`src/rtl/cpu_input_port.sv`:
```
// Memory-mapped 8-bit input port: synchronised pins, per-bit edge latch (W1C), mask/polarity, level IRQ.
// Optional INPUT_PORT_DEBOUNCE_EN adds a per-bit debounce counter in front of the accepted level.
module cpu_input_port #(
    parameter int unsigned SYNC_STAGES = 2
`ifdef INPUT_PORT_DEBOUNCE_EN
    , parameter int unsigned DEBOUNCE_CYCLES = 1023
`endif
) (
    input  logic       clk,
    input  logic       reset,
    input  logic       read,
    input  logic       write,
    input  logic [1:0] addr,
    input  logic [7:0] data_in,
    output logic [7:0] data_out,
    input  logic [7:0] pins,
    output logic       irq
);

    localparam int unsigned W = 8;
`ifdef INPUT_PORT_DEBOUNCE_EN
    // The registered accepted level adds one cycle before prev/cur settle.
    localparam int unsigned INH_CYCLES = SYNC_STAGES + 2;
`else
    localparam int unsigned INH_CYCLES = SYNC_STAGES + 1;
`endif
    localparam int unsigned INH_W = $clog2(INH_CYCLES + 1);

    localparam logic [1:0] A_PIN  = 2'd0;
    localparam logic [1:0] A_EDGE = 2'd1;
    localparam logic [1:0] A_MASK = 2'd2;
    localparam logic [1:0] A_POL  = 2'd3;

    logic [W-1:0]     sync_q [SYNC_STAGES];
    logic [W-1:0]     sync_last;
    logic [W-1:0]     acc;
    logic [INH_W-1:0] inh_q;
    logic             det_en;

    logic [W-1:0] prev_q;
    logic [W-1:0] edge_q, edge_d;
    logic [W-1:0] mask_q, mask_d;
    logic [W-1:0] pol_q, pol_d;
    logic [W-1:0] data_out_q, data_out_d;
    logic         irq_q, irq_d;
    logic         wr_q;
    logic         wr_pulse;
    logic [W-1:0] clr;
    logic [W-1:0] ev;

    // Pin synchroniser chain
    always_ff @(posedge clk) begin
        if (reset) begin
            for (int i = 0; i < int'(SYNC_STAGES); i++) sync_q[i] <= '0;
        end else begin
            sync_q[0] <= pins;
            for (int i = 1; i < int'(SYNC_STAGES); i++) sync_q[i] <= sync_q[i-1];
        end
    end

    assign sync_last = sync_q[SYNC_STAGES-1];

    // Post-reset detection inhibit: lets the pipeline fill without a false edge
    always_ff @(posedge clk) begin
        if (reset)        inh_q <= '0;
        else if (!det_en) inh_q <= inh_q + INH_W'(1);
    end

    assign det_en = (inh_q == INH_W'(INH_CYCLES));

`ifdef INPUT_PORT_DEBOUNCE_EN
    localparam int unsigned CNT_W = $clog2(DEBOUNCE_CYCLES + 1);

    logic [CNT_W-1:0] cnt_q [W];
    logic [CNT_W-1:0] cnt_d [W];
    logic [W-1:0]     acc_q, acc_d;

    // A differing level must persist DEBOUNCE_CYCLES clks; any bounce back restarts the count
    always_comb begin
        acc_d = acc_q;
        for (int i = 0; i < int'(W); i++) begin
            cnt_d[i] = '0;
            if (!det_en) begin
                acc_d[i] = sync_last[i];
            end else if (sync_last[i] != acc_q[i]) begin
                if (cnt_q[i] == CNT_W'(DEBOUNCE_CYCLES - 1)) acc_d[i] = sync_last[i];
                else                                         cnt_d[i] = cnt_q[i] + CNT_W'(1);
            end
        end
    end

    always_ff @(posedge clk) begin
        if (reset) begin
            acc_q <= '0;
            for (int i = 0; i < int'(W); i++) cnt_q[i] <= '0;
        end else begin
            acc_q <= acc_d;
            for (int i = 0; i < int'(W); i++) cnt_q[i] <= cnt_d[i];
        end
    end

    assign acc = acc_q;
`else
    assign acc = sync_last;
`endif

    assign wr_pulse = write & ~wr_q;
    // Event: level changed and new level is the one selected by POL (0 rising, 1 falling)
    assign ev       = (prev_q ^ acc) & (acc ^ pol_q) & {W{det_en}};
    assign clr      = (wr_pulse && addr == A_EDGE) ? data_in : '0;

    always_comb begin
        edge_d     = (edge_q & ~clr) | ev;
        mask_d     = mask_q;
        pol_d      = pol_q;
        irq_d      = |(edge_q & mask_q);
        data_out_d = data_out_q;

        if (wr_pulse && addr == A_MASK) mask_d = data_in;
        if (wr_pulse && addr == A_POL)  pol_d  = data_in;

        if (read) begin
            case (addr)
                A_PIN:   data_out_d = acc;
                A_EDGE:  data_out_d = edge_q;
                A_MASK:  data_out_d = mask_q;
                default: data_out_d = pol_q;
            endcase
        end
    end

    // Strobe history tracks through reset so a strobe held across release is not a new edge
    always_ff @(posedge clk) begin
        wr_q <= write;
        if (reset) begin
            prev_q     <= '0;
            edge_q     <= '0;
            mask_q     <= '0;
            pol_q      <= '0;
            irq_q      <= 1'b0;
            data_out_q <= '0;
        end else begin
            prev_q     <= acc;
            edge_q     <= edge_d;
            mask_q     <= mask_d;
            pol_q      <= pol_d;
            irq_q      <= irq_d;
            data_out_q <= data_out_d;
        end
    end

    assign data_out = data_out_q;
    assign irq      = irq_q;

endmodule

```
`config.mk`:
```
export PLATFORM = sky130hd
export DESIGN_NAME = cpu_input_port
export DESIGN_NICKNAME = d
export VERILOG_FILES = /design/src/rtl/cpu_input_port.sv
export SDC_FILE = /design/constraint.sdc
export NUM_CORES = 1
export LEC_CHECK = 0
export CAP_MARGIN = 20
export CORE_ASPECT_RATIO = 1.1
export CORE_MARGIN = 2
export CORE_UTILIZATION = 44
export CTS_CLUSTER_DIAMETER = 120
export DETAILED_ROUTE_END_ITERATION = 10
export PLACE_DENSITY = 0.64
export SLEW_MARGIN = 20
export SYNTH_ARGS = -nofsm -noshare
export SYNTH_HDL_FRONTEND = slang
export SYNTH_SLANG_ARGS = --single-unit
export TNS_END_PERCENT = 50
```
`constraint.sdc`:
```
create_clock -name clk -period 1.54 [get_ports clk]
set_input_delay 0.231 -clock clk [delete_from_list [all_inputs] [get_ports clk]]
set_output_delay 0.231 -clock clk [all_outputs]
set_load 0.005 [all_outputs]
```
== After elaboration in Yosys (flattened, before gate mapping) ==
Memory sizes are Yosys's and may differ from the RTL's.
Cells that the tools add are included.

* Mux-type cells: 7
* Reduce and logical (&&, ||, !) cells: 5
* Bitwise gates (word level): 12
* Equal/unequal tests: 4
* Add/subtract/negate cells: 1

{| class="wikitable"
|+ Operators by type and width
! cell !! number
|-
| $and A8 B8 Y8 || 4
|-
| $mux W8 || 3
|-
| $pmux W8 S3 || 1
|-
| $xor A8 B8 Y8 || 2
|-
| $not A8 Y8 || 1
|-
| $or A8 B8 Y8 || 1
|-
| $reduce_or A8 Y1 || 1
|-
| $eq A2 B2 Y1 const B || 3
|-
| $logic_and A1 B1 Y1 || 3
|-
| $mux W1 || 3
|-
| $add A2 B1 Y2 const B || 1
|-
| $eq A2 B1 Y1 const B || 1
|-
| $logic_not A2 Y1 || 1
|-
| $or A1 B1 Y1 || 2
|-
| $and A1 B1 Y1 || 1
|-
| $not A1 Y1 || 1
|}

* Bits in registers: 44
* Memories kept: 1
* Input bits: 22
* Output and inout port bits: 9
* RAM bits: 16

{| class="wikitable"
|+ Memory list
! memory !! words !! bits a word !! rd ports !! clocked after Yosys merged registers in !! wr ports !! line !! text
|-
| sync_q || 2 || 8 || 2 || 0 || 2 || 34 || <nowiki>logic [W-1:0] sync_q [SYNC_STAGES];</nowiki>
|}

== Logic depth before layout (Yosys ltp) ==
Gate-level depths: netlist of the first run.

* Depth after elaboration: 7
* Depth in mapped cells: 5

== Worst setup path before layout of the first run ==
No wires, ideal clock.

* Path type: input port to flip-flop
* From: input addr[0]
* To: register data_out_q[7] (netlist: data_out[7])
* Library setup time: 0.128 ns
* Path slack: 0.383 ns
* Stages on the path: 4
* Arrival time: 1.030 ns
* Buffers on the path: 1
* Cell sequence: buf_6 -> mux4_2 -> mux2i_1 -> nor2_1

* Cells in the longest elaborated chain, start to end: 2
* Elaborated cells on any way between the ends: 4
* Those cells by class: 2 x eq/ne; 1 x mux; 1 x reduce/logical

{| class="wikitable"
|+ RTL lines
! element !! line !! text
|-
| start: declaration || 13 || <nowiki>input logic [1:0] addr,</nowiki>
|-
| $eq A2 B2 Y1, or another cell as far along || 123 || <nowiki>case (addr)</nowiki>
|-
| $pmux W8 S3 * || 123 ||
|-
| end signal: assignment || 148 || <nowiki>data_out_q <= data_out_d;</nowiki>
|-
| end: declaration || 44 || <nowiki>logic [W-1:0] data_out_q, data_out_d;</nowiki>
|}

Mark *: on every way between the ends. The rest lies on a longest branch, timed or not.
A chain may end at the register's enable or synchronous reset.

== Worst setup path in the final report of the first run ==
* From: register data_out_q[3] (netlist: data_out[3])
* To: output data_out[3]

{| class="wikitable"
|+ RTL lines
! element !! line !! text
|-
| end: declaration || 15 || <nowiki>output logic [7:0] data_out,</nowiki>
|}

No word-level cell between the ends.

==> run metrics, run 1 <==
run status complete, no violations; vias in the first global route 1542; largest area contributor in the netlist dfxtp_1; DR iter-0 viols 120; # clock sinks 60; initial antenna violation count 0; Crit path max-delay family buffers and inverters; Synth cell types 22; register area share after synthesis about 52%; diode count 0; max_slew headroom 77.9%; GR peak layer met2; worst-path cell chain clkdlybuf4s50_1; crit start category flip-flop; WP depth 1; non-filler cells, final 321; top-count cell post-synth dfxtp_1; postcts setup bufs 0; post-synthesis async set-or-reset flop share 0%; number of synthesized flops with an enable pin 0; root buffer cell clkbuf_8; unrepaired setup endpoints after global routing no; Reg area 1200 µm²; fill count 457; CTS tree done; hold path depth 3; Yosys top cell area share 52.4%; Initial Utilization a little under half; average size of a mapped cell around 11 µm²; Die Ht roughly 80 µm; CORE AREA 5000 µm²; share of cells above drive strength 1 13.7%; clock skew approximately 0.0067 ns; largest net degree at the start of global routing 19; Max-Cap Viols 0; Reg2Reg Setup Slack 0.35 ns; met1 Usage GRT roughly 22%; top cells by area, synth dfxtp_1 (52%), mux4_2 (7.9%), mux2i_1 (7.4%); crit path max fanout 2; Max Root-Sink Buffers 2; dpl cells 306; hold buffers post-CTS 0; number of gates resized after CTS 0; WL/cell 14.0 µm; post-layout min period 1.42 ns; Mapped Nets 240; Critical Path RT 1.31 ns; Pins Over Slew Limit 0; critical path type flip-flop to output port; met2 Use GR 25.8%; die width 72.8 µm; clock latency on the worst-skew pair 0.33 ns; DRC violation count after routing 0; power density cells 1080 nW/µm²; # setup viols final 0; Worst IR Drop VDD 552 µV; gr ovfl total 0; Max Fclk 704 MHz; clock slew at reported path FFs ~0.06 ns; R2R cell count 4; Detailed Place HPWL 3130 µm; Vias/cell approximately 5.2; pre-CTS WS -0.189 ns; Final ANT Viol Nets 0; Overall Power 0.00312 W; Syn Std Cell Area 2290 µm²; Slew @ Worst Pin 0.331 ns; Vias 1681; Multi-input gate area 1020 µm²; Min-Delay Path Class primary input to flip-flop; Critical Path Slowest Stage Cell clkdlybuf4s50_1; met3 GRT Util roughly 6.3%; Area growth, synth to finish 26.0%; DRT Wirelength 4490 µm; Port Buffers 30; critical path capture point type output port; design area 2890 µm²; slack of the critical path between 0.1 and 0.15 ns; crit share post-route 92.2%; dpl cell area 2720 µm²; area of the die just under 6000 µm²; CTS HTree Levels 3; TritonCTS Buffers 9; Cells after Synth 217; Primary FF master, synth dfxtp_1; Synth Register Bits 60; I/O Pins 31; NumNets Final 282; first-pass iteration count of the detailed router 6; slowest stage delay, CP 0.51 ns; CP arrival 1.19 ns; CP Buf/Inv Count 1; RePlAce Congestion 0.753; Final Hold Vio Count 0; gr usage total 17.5%; Pleak 1.08 nW; commonest cells in the netlist dfxtp_1 (60), nand2_1 (32), nor2b_1 (25); first-pass GRT wire length about 7500 µm; Synth warnings 0; Core Rows 27
-- routing by layer --
metal | wire length (µm) | share of wire [%] | up-vias
met3 | 232 | 5.2 | 8
li1 | - | - | 840
met4 | 86 | 1.9 | 0
met5 | 0 | 0 | -
met1 | 2160 | 48 | 790
met2 | 2010 | 45 | 43
-- state kept, by name (all words and copies together) (netlist names) --
| register | flops |
|---|---|
| wr_q | 1 |
| irq | 1 |
| mask_q | 8 |
| inh_q | 2 |
| edge_q | 8 |
| sync_q | 16 |
| data_out | 8 |
| pol_q | 8 |
| prev_q | 8 |
-- kinds of logic (layout without fill, tap and decap cells) --
logic type,count (synthesis),count (layout),synth area share [%]
compound gates,29,29,9.11
xor+xnor,1,1,0.382
fa+ha+maj,1,1,0.545
buf+inv,14,60,3.22
flops,60,60,52.4
mux,25,25,15.3
simple gates,87,87,19.1
-- placed cells by master, fill, tap and decap left out --
cell	instances
dfxtp_1	60
mux4_2	8
buf_2	1
nand2b_1	8
buf_4	12
nand2_1	32
ha_1	1
clkdlybuf4s50_1	29
a22oi_1	4
and4bb_1	2
xor2_1	1
and4b_1	1
o22ai_1	8
mux2i_1	17
clkbuf_1	2
a32o_1	8
buf_12	2
inv_1	1
nand4b_1	1
clkbuf_8	11
nor2_1	18
a41oi_1	1
a21oi_1	8
clkinv_2	2
nor2b_1	25
-- report_power, final --
group,internal (W),leakage [nW],total (W),switching [W]
clock,0.000658,0.0893,0.00123,0.000570
combinational,0.000148,0.500,0.000255,0.000107
sequential,0.00161,0.489,0.00164,0.0000327
total,0.00241,1.08,0.00312,0.000710
-- tightest hold or removal path, delay by kind of cell --
kind	cells	cell delay [ns]
buffers and inverters	2	0.34
AOI/OAI and AO/OA	1	0.05
-- layout make-up --
type | count | share of cell area [%]
clock buffers | 13 | 5.50
clock inverters | 2 | 0.346
inverters | 1 | 0.130
multi-input cells | 143 | 35.2
flip-flops and latches | 60 | 41.6
well taps | 58 | 2.51
repair buffers | 44 | 14.7
-- per-stage QoR --
stage | TNS [ns] | utilization (%) | hold WS, ns
after floorplan | 0 | - | 0.259
after global placement | -3.35 | 54.4 | 0.416
after detailed placement | -3.46 | 54.4 | 0.420
after CTS | 0 | 57.8 | 0.335
after global routing | 0 | 57.8 | 0.371
final | 0 | 57.8 | 0.340
-- final timing paths --
path	start	end
max	data_out[3]$_SDFFE_PP0P_	data_out[3]
min	reset	pol_q[7]$_SDFFE_PP0P_
max reg2reg	inh_q[0]$_SDFFE_PP0N_	edge_q[1]$_SDFF_PP0_
min reg2reg	sync_q[0][5]$_SDFF_PP0_	sync_q[0][13]$_SDFF_PP0_
(Power assumes the default switching activity.)
==> run 2: changes to the inputs <==
==> constraint.sdc (replaced) <==
create_clock -name clk -period 1.8 [get_ports clk]
set_input_delay 0.27 -clock clk [delete_from_list [all_inputs] [get_ports clk]]
set_output_delay 0.27 -clock clk [all_outputs]
set_load 0.005 [all_outputs]
==> run 2 against run 1 <==
Against the previous run: wire length shrank 0.42%; non-clock buffer count decreased by 1; flip-flop and latch count unchanged; clock skew is 0.0027 ns higher; largest power group unchanged; register-to-register slack improved by 0.26 ns.
==> run metrics, run 2 (same netlist as run 1, synthesis figures left out) <==
post-layout min period between 1 and 1.5 ns; gr ovfl total 0 (unchanged); Fin Hold WS 0.375 ns (+0.0349 ns); Vias/cell 5.18 (-1.1%); Port Buffers 30 (unchanged); # setup viols final 0 (unchanged); CORE AREA 5000 µm² (unchanged); NumNets Final 281 (-0.35%); power share of the clock group 39.1% (-0.2 points); worst r2r src inh_q[0]$_SDFFE_PP0N_; Slew @ Worst Pin 0.356 ns (+0.0255 ns); Reg2Reg Setup Slack 0.61 ns (+0.26 ns); critical path type flip-flop to output port; Final ANT Viol Nets 0 (unchanged); Critical Path Slowest Stage Cell clkdlybuf4s50_1; CTS HTree Levels 3 (unchanged); vias in the first global route 1569 (+1.8%); crit share post-route 81.4%; gr usage total 18.0% (+0.56 points); Die Ht 79.7 µm (unchanged); initial antenna violation count 0 (unchanged); Core Rows 27 (unchanged); Area growth, synth to finish 25.1%; setup_tns 0 ns (unchanged); crit start category flip-flop; WP depth 1 (unchanged); R2R cell count 4 (unchanged); # clock sinks 60 (unchanged); RR Endpoint edge_q[3]$_SDFF_PP0_; crit path max fanout 2 (unchanged); max_slew headroom 76.2% (-1.7 points); Crit path max-delay family buffers and inverters; Overall Power 0.00266 W (-15%); commonest non-fill, non-tap cell in the layout dfxtp_1; Seq pwr share 52.7% (+0.2 points); commonest non-fill, non-tap cells in the layout dfxtp_1 (60), nand2_1 (32), clkdlybuf4s50_1 (29), nor2b_1 (25), nor2_1 (18); Max Fclk about 680 MHz; clock latency on the worst-skew pair 0.33 ns (about the same); DRT Wirelength 4470 µm (-0.42%); Vias 1657 (-1.4%); switching share of power 22.5% (-0.23 points); Pins Over Slew Limit 0 (unchanged); slowest stage delay, CP 0.51 ns (about the same); Max-Cap Viols 0 (unchanged); clock skew 0.00947 ns (+0.00272 ns); Min-Delay Path Class primary input to flip-flop; worst-path cell chain clkdlybuf4s50_1; area of the die 5810 µm² (unchanged); root buffer cell clkbuf_8; TritonCTS Buffers 9 (unchanged); first-pass GRT wire length 7650 µm (+2.4%); fill count 457 (unchanged); WL/cell 14.0 µm (-0.11%); critical path capture point type output port; largest net degree at the start of global routing 37 (+18); postcts setup bufs 0 (unchanged); Final Hold Vio Count 0 (unchanged); dpl cells 305 (-0.33%); DRC violation count after routing 0 (unchanged); clock slew at reported path FFs 0.06 ns (about the same); share of cells above drive strength 1 13.4% (-0.33 points); I/O Pins 31 (unchanged); power density cells 927 nW/µm² (-14%); Pleak 1.07 nW (-0.66%); Net Switching 0.000599 W (-16%); diode count 0 (unchanged); design area 2870 µm² (-0.69%); number of gates resized after CTS 0 (unchanged); die width 72.8 µm (unchanged); non-filler cells, final 320 (-0.31%); Initial Utilization 45.9% (unchanged); RePlAce Congestion 0.766 (+1.8%); hold buffers post-CTS 0 (unchanged); DR iter-0 viols 95 (-21%); internal power 0.00206 W (-15%); Critical Path RT 1.53 ns (+0.22 ns); first-pass iteration count of the detailed router 5 (-1); run status complete, no violations; Max Root-Sink Buffers 2 (unchanged); crit path from data_out[2]$_SDFFE_PP0P_; CP Buf/Inv Count 1 (unchanged); Worst IR Drop VDD 471 µV (-15%); CTS tree done; Top reg by flops sync_q; dpl cell area 2700 µm² (-0.74%); CP arrival 1.20 ns (about the same); Comb power frac 8.2% (about the same); CP endpoint data_out[2]; Detailed Place HPWL 3100 µm (-0.94%); unrepaired setup endpoints after global routing no; flip-flop count of the largest register after layout 16 (unchanged)
==> run 2: worst min path at each step <==
stage / startpoint / slack [ns] / depth (start not counted) / endpoint
floorplan: write / 0.30 / 0 / wr_q$_DFF_P_
global placement: sync_q[0][2]$_SDFF_PP0_ / 0.42 / 1 / sync_q[0][10]$_SDFF_PP0_
CTS: reset / 0.37 / 3 / data_out[7]$_SDFFE_PP0P_
detailed placement: sync_q[0][5]$_SDFF_PP0_ / 0.42 / 1 / sync_q[0][13]$_SDFF_PP0_
finish: reset / 0.37 / 3 / prev_q[1]$_SDFF_PP0_
global route: reset / 0.40 / 3 / data_out[7]$_SDFFE_PP0P_
==> run 2: layout make-up <==
class / count / area [µm²] / area share (%)
timing repair buffer: 43 / 405 / 14.1
inverter: 1 / 3.75 / 0.131
multi-input combinational: 143 / 1020 / 35.5
clock buffer: 13 / 159 / 5.54
tap: 58 / 72.6 / 2.53
sequential: 60 / 1200 / 41.8
clock inverter: 2 / 10.0 / 0.349
==> run 2: through the flow <==
step	worst slack [ns]	utilization [%]
2_1_floorplan	0.604	-
3_3_place_gp	0.0454	54.0
3_5_place_dp	0.0219	54.0
4_1_cts	0.321	57.4
5_1_grt	0.289	57.4
6_report	0.335	57.4
==> run 2: power by group through the flow <==
stage | clock network (W) | logic, W | registers [W]
floorplan | 0 | 0.000127 | 0.00142
global placement | 0 | 0.000216 | 0.00143
detailed placement | 0 | 0.000220 | 0.00143
CTS | 0.00108 | 0.000221 | 0.00140
global route | 0.00113 | 0.000241 | 0.00141
finish | 0.00104 | 0.000218 | 0.00140
==> run 2: routing by layer <==
metal	GRT usage [%]	up-vias	share of wire, %
li1	-	833	-
met1	24.9	769	49
met2	25.0	48	44
met3	5.18	7	5.8
met4	10.2	0	1.7
met5	0	-	0
==> run 3: changes to the inputs <==
==> constraint.sdc (replaced) <==
create_clock -name clk -period 1.4 [get_ports clk]
set_input_delay 0.21 -clock clk [delete_from_list [all_inputs] [get_ports clk]]
set_output_delay 0.21 -clock clk [all_outputs]
set_load 0.005 [all_outputs]
==> run 3 against run 2 <==
Against the previous run: critical path depth unchanged; flip-flop and latch count unchanged; critical endpoint is now data_out[0]; power up 46%; cell count up 0.94%; largest cell class unchanged.
==> run metrics, run 3 (same netlist as run 1, synthesis figures left out) <==
root buffer cell clkbuf_8; Comb power frac 7.6% (-0.6 points); WP depth 1 (unchanged); I/O Pins 31 (unchanged); Final ANT Viol Nets 0 (unchanged); clock skew 0.00717 ns (-0.00229 ns); TritonCTS Buffers 9 (unchanged); gr ovfl total 0 (unchanged); worst-path cell chain clkdlybuf4s50_1; unrepaired setup endpoints after global routing no; Final Hold Vio Count 0 (unchanged); CTS HTree Levels 3 (unchanged); power density cells 1290 nW/µm² (+40%); slowest stage delay, CP 0.50 ns (about the same); share of cells above drive strength 1 16.6% (+3.2 points); commonest non-fill, non-tap cell in the layout dfxtp_1; die width 72.8 µm (unchanged); diode count 0 (unchanged); DR iter-0 viols 178 (+87%); Multi-input gate area 1020 µm² (+0.25%); hold path depth 3 (unchanged); crit start category flip-flop; R2R cell count 3 (-1); clock latency on the worst-skew pair 0.34 ns (about the same); Pleak 1.25 nW (+16%); critical path capture point type output port; WL/cell 14.5 µm (+3.8%); switching share of power 20.8% (-1.7 points); internal power 0.00308 W (+49%); Max Root-Sink Buffers 2 (unchanged); Critical Path Slowest Stage Cell clkdlybuf4s50_1; crit share post-route 97.6%; Min-Delay Path Class primary input to flip-flop; CP Buf/Inv Count 1 (unchanged); fill count 433 (-5.3%); Reg area 1200 µm² (+0.31%); CP arrival 1.16 ns (-0.04 ns); power share of the clock group 46.0% (+6.9 points); gr usage total 18.0% (-0.041 points); Initial Utilization 45.9% (unchanged); crit path max fanout 2 (unchanged); commonest non-fill, non-tap cells in the layout dfxtp_1 (57), nand2_1 (32), nor2b_1 (24), clkdlybuf4s50_1 (22), nor2_1 (18); Max Fclk between 700 and 800 MHz; Slew @ Worst Pin 0.450 ns (+0.0937 ns); clock slew at reported path FFs 0.07 ns (about the same); postcts setup bufs 0 (unchanged); Core Rows 27 (unchanged); Vias/cell 5.34 (+3.1%); Detailed Place HPWL 3100 µm (about the same); DRC violation count after routing 0 (unchanged); vias in the first global route 1647 (+5.0%); critical path type flip-flop to output port; setup_tns 0 ns (unchanged); Seq pwr share 46.4% (-6.3 points); Critical Path RT 1.19 ns (-0.34 ns); max_slew headroom 69.9% (-6.4 points); Port Buffers 30 (unchanged); Overall Power 0.00389 W (+46%); Top reg by flops sync_q; flip-flop count of the largest register after layout 16 (unchanged); first-pass iteration count of the detailed router 5 (unchanged); Worst IR Drop VDD 595 µV (+26%); run status complete, no violations; post-layout min period 1.37 ns; DRT Wirelength 4680 µm (+4.7%); CORE AREA 5000 µm² (unchanged); # setup viols final 0 (unchanged); NumNets Final 283 (+0.71%); Vias 1725 (+4.1%); Net Switching 0.000810 W (+35%); CTS tree done; area of the die 5810 µm² (unchanged); Max-Cap Viols 0 (unchanged); # clock sinks 60 (unchanged); first-pass GRT wire length 7650 µm (about the same); Pins Over Slew Limit 0 (unchanged); Area growth, synth to finish 31.0%; RePlAce Congestion 0.765 (-0.18%); Die Ht 79.7 µm (unchanged); initial antenna violation count 0 (unchanged); largest net degree at the start of global routing 35 (-5.4%); Crit path max-delay family buffers and inverters
-- run 3: area by class of cell --
type / instances / area share, %
Clock inverter: 4 / 2.33
Timing Repair Buffer: 45 / 15.6
Clock buffer: 12 / 5.50
Multi-Input combinational cell: 143 / 34.0
Inverter: 1 / 0.125
Tap cell: 58 / 2.41
Sequential cell: 60 / 40.1
-- run 3: worst min-delay path: cells and delay by family --
kind	cells	cell delay [ns]
buffers and inverters	2	0.35
and+or+nand+nor	1	0.06
-- run 3: routing by layer --
layer	global-route usage, %	share of wire (%)
met1	23.4	47
met2	26.4	44
met3	4.42	5.8
met4	11.7	2.8
met5	0	0
-- run 3: final timing paths --
path                       startpoint                  endpoint  slack [ns]
max reg2reg     inh_q[0]$_SDFFE_PP0N_      edge_q[1]$_SDFF_PP0_        0.21
min reg2reg   sync_q[0][2]$_SDFF_PP0_  sync_q[0][10]$_SDFF_PP0_        0.44
min                             reset      prev_q[6]$_SDFF_PP0_        0.34
max          data_out[0]$_SDFFE_PP0P_               data_out[0]        0.03
-- run 3: timing repair --
item | 4_1_cts | 5_1_grt
gates resized for setup | 4 | 7
setup endpoints to repair | 11 | 9
hold buffers | 0 | 0
pin swaps | 0 | 0
endpoints found under the hold margin | 0 | 0
cloned | 0 | 1
-- run 3: power groups by stage --
| stage | registers [W] | clock network (W) | logic (W) |
|---|---|---|---|
| floorplan | 0.00183 | 0 | 0.000163 |
| global placement | 0.00184 | 0 | 0.000283 |
| detailed placement | 0.00184 | 0 | 0.000289 |
| CTS | 0.00180 | 0.00183 | 0.000291 |
| global route | 0.00181 | 0.00190 | 0.000330 |
| finish | 0.00180 | 0.00179 | 0.000295 |
-- run 3: through the flow --
step           cells  setup slack (ns)  instance area (µm²)  hold slack [ns]  util, %
4_1_cts          322           0.00590                 2960            0.324     59.3
5_1_grt          323           0.00161                 3010            0.344     60.1
2_1_floorplan    217             0.252                 2290            0.238        -
6_report         323            0.0335                 3010            0.339     60.1
3_3_place_gp     306            -0.296                 2720            0.417     54.4
3_5_place_dp     306            -0.322                 2720            0.423     54.4
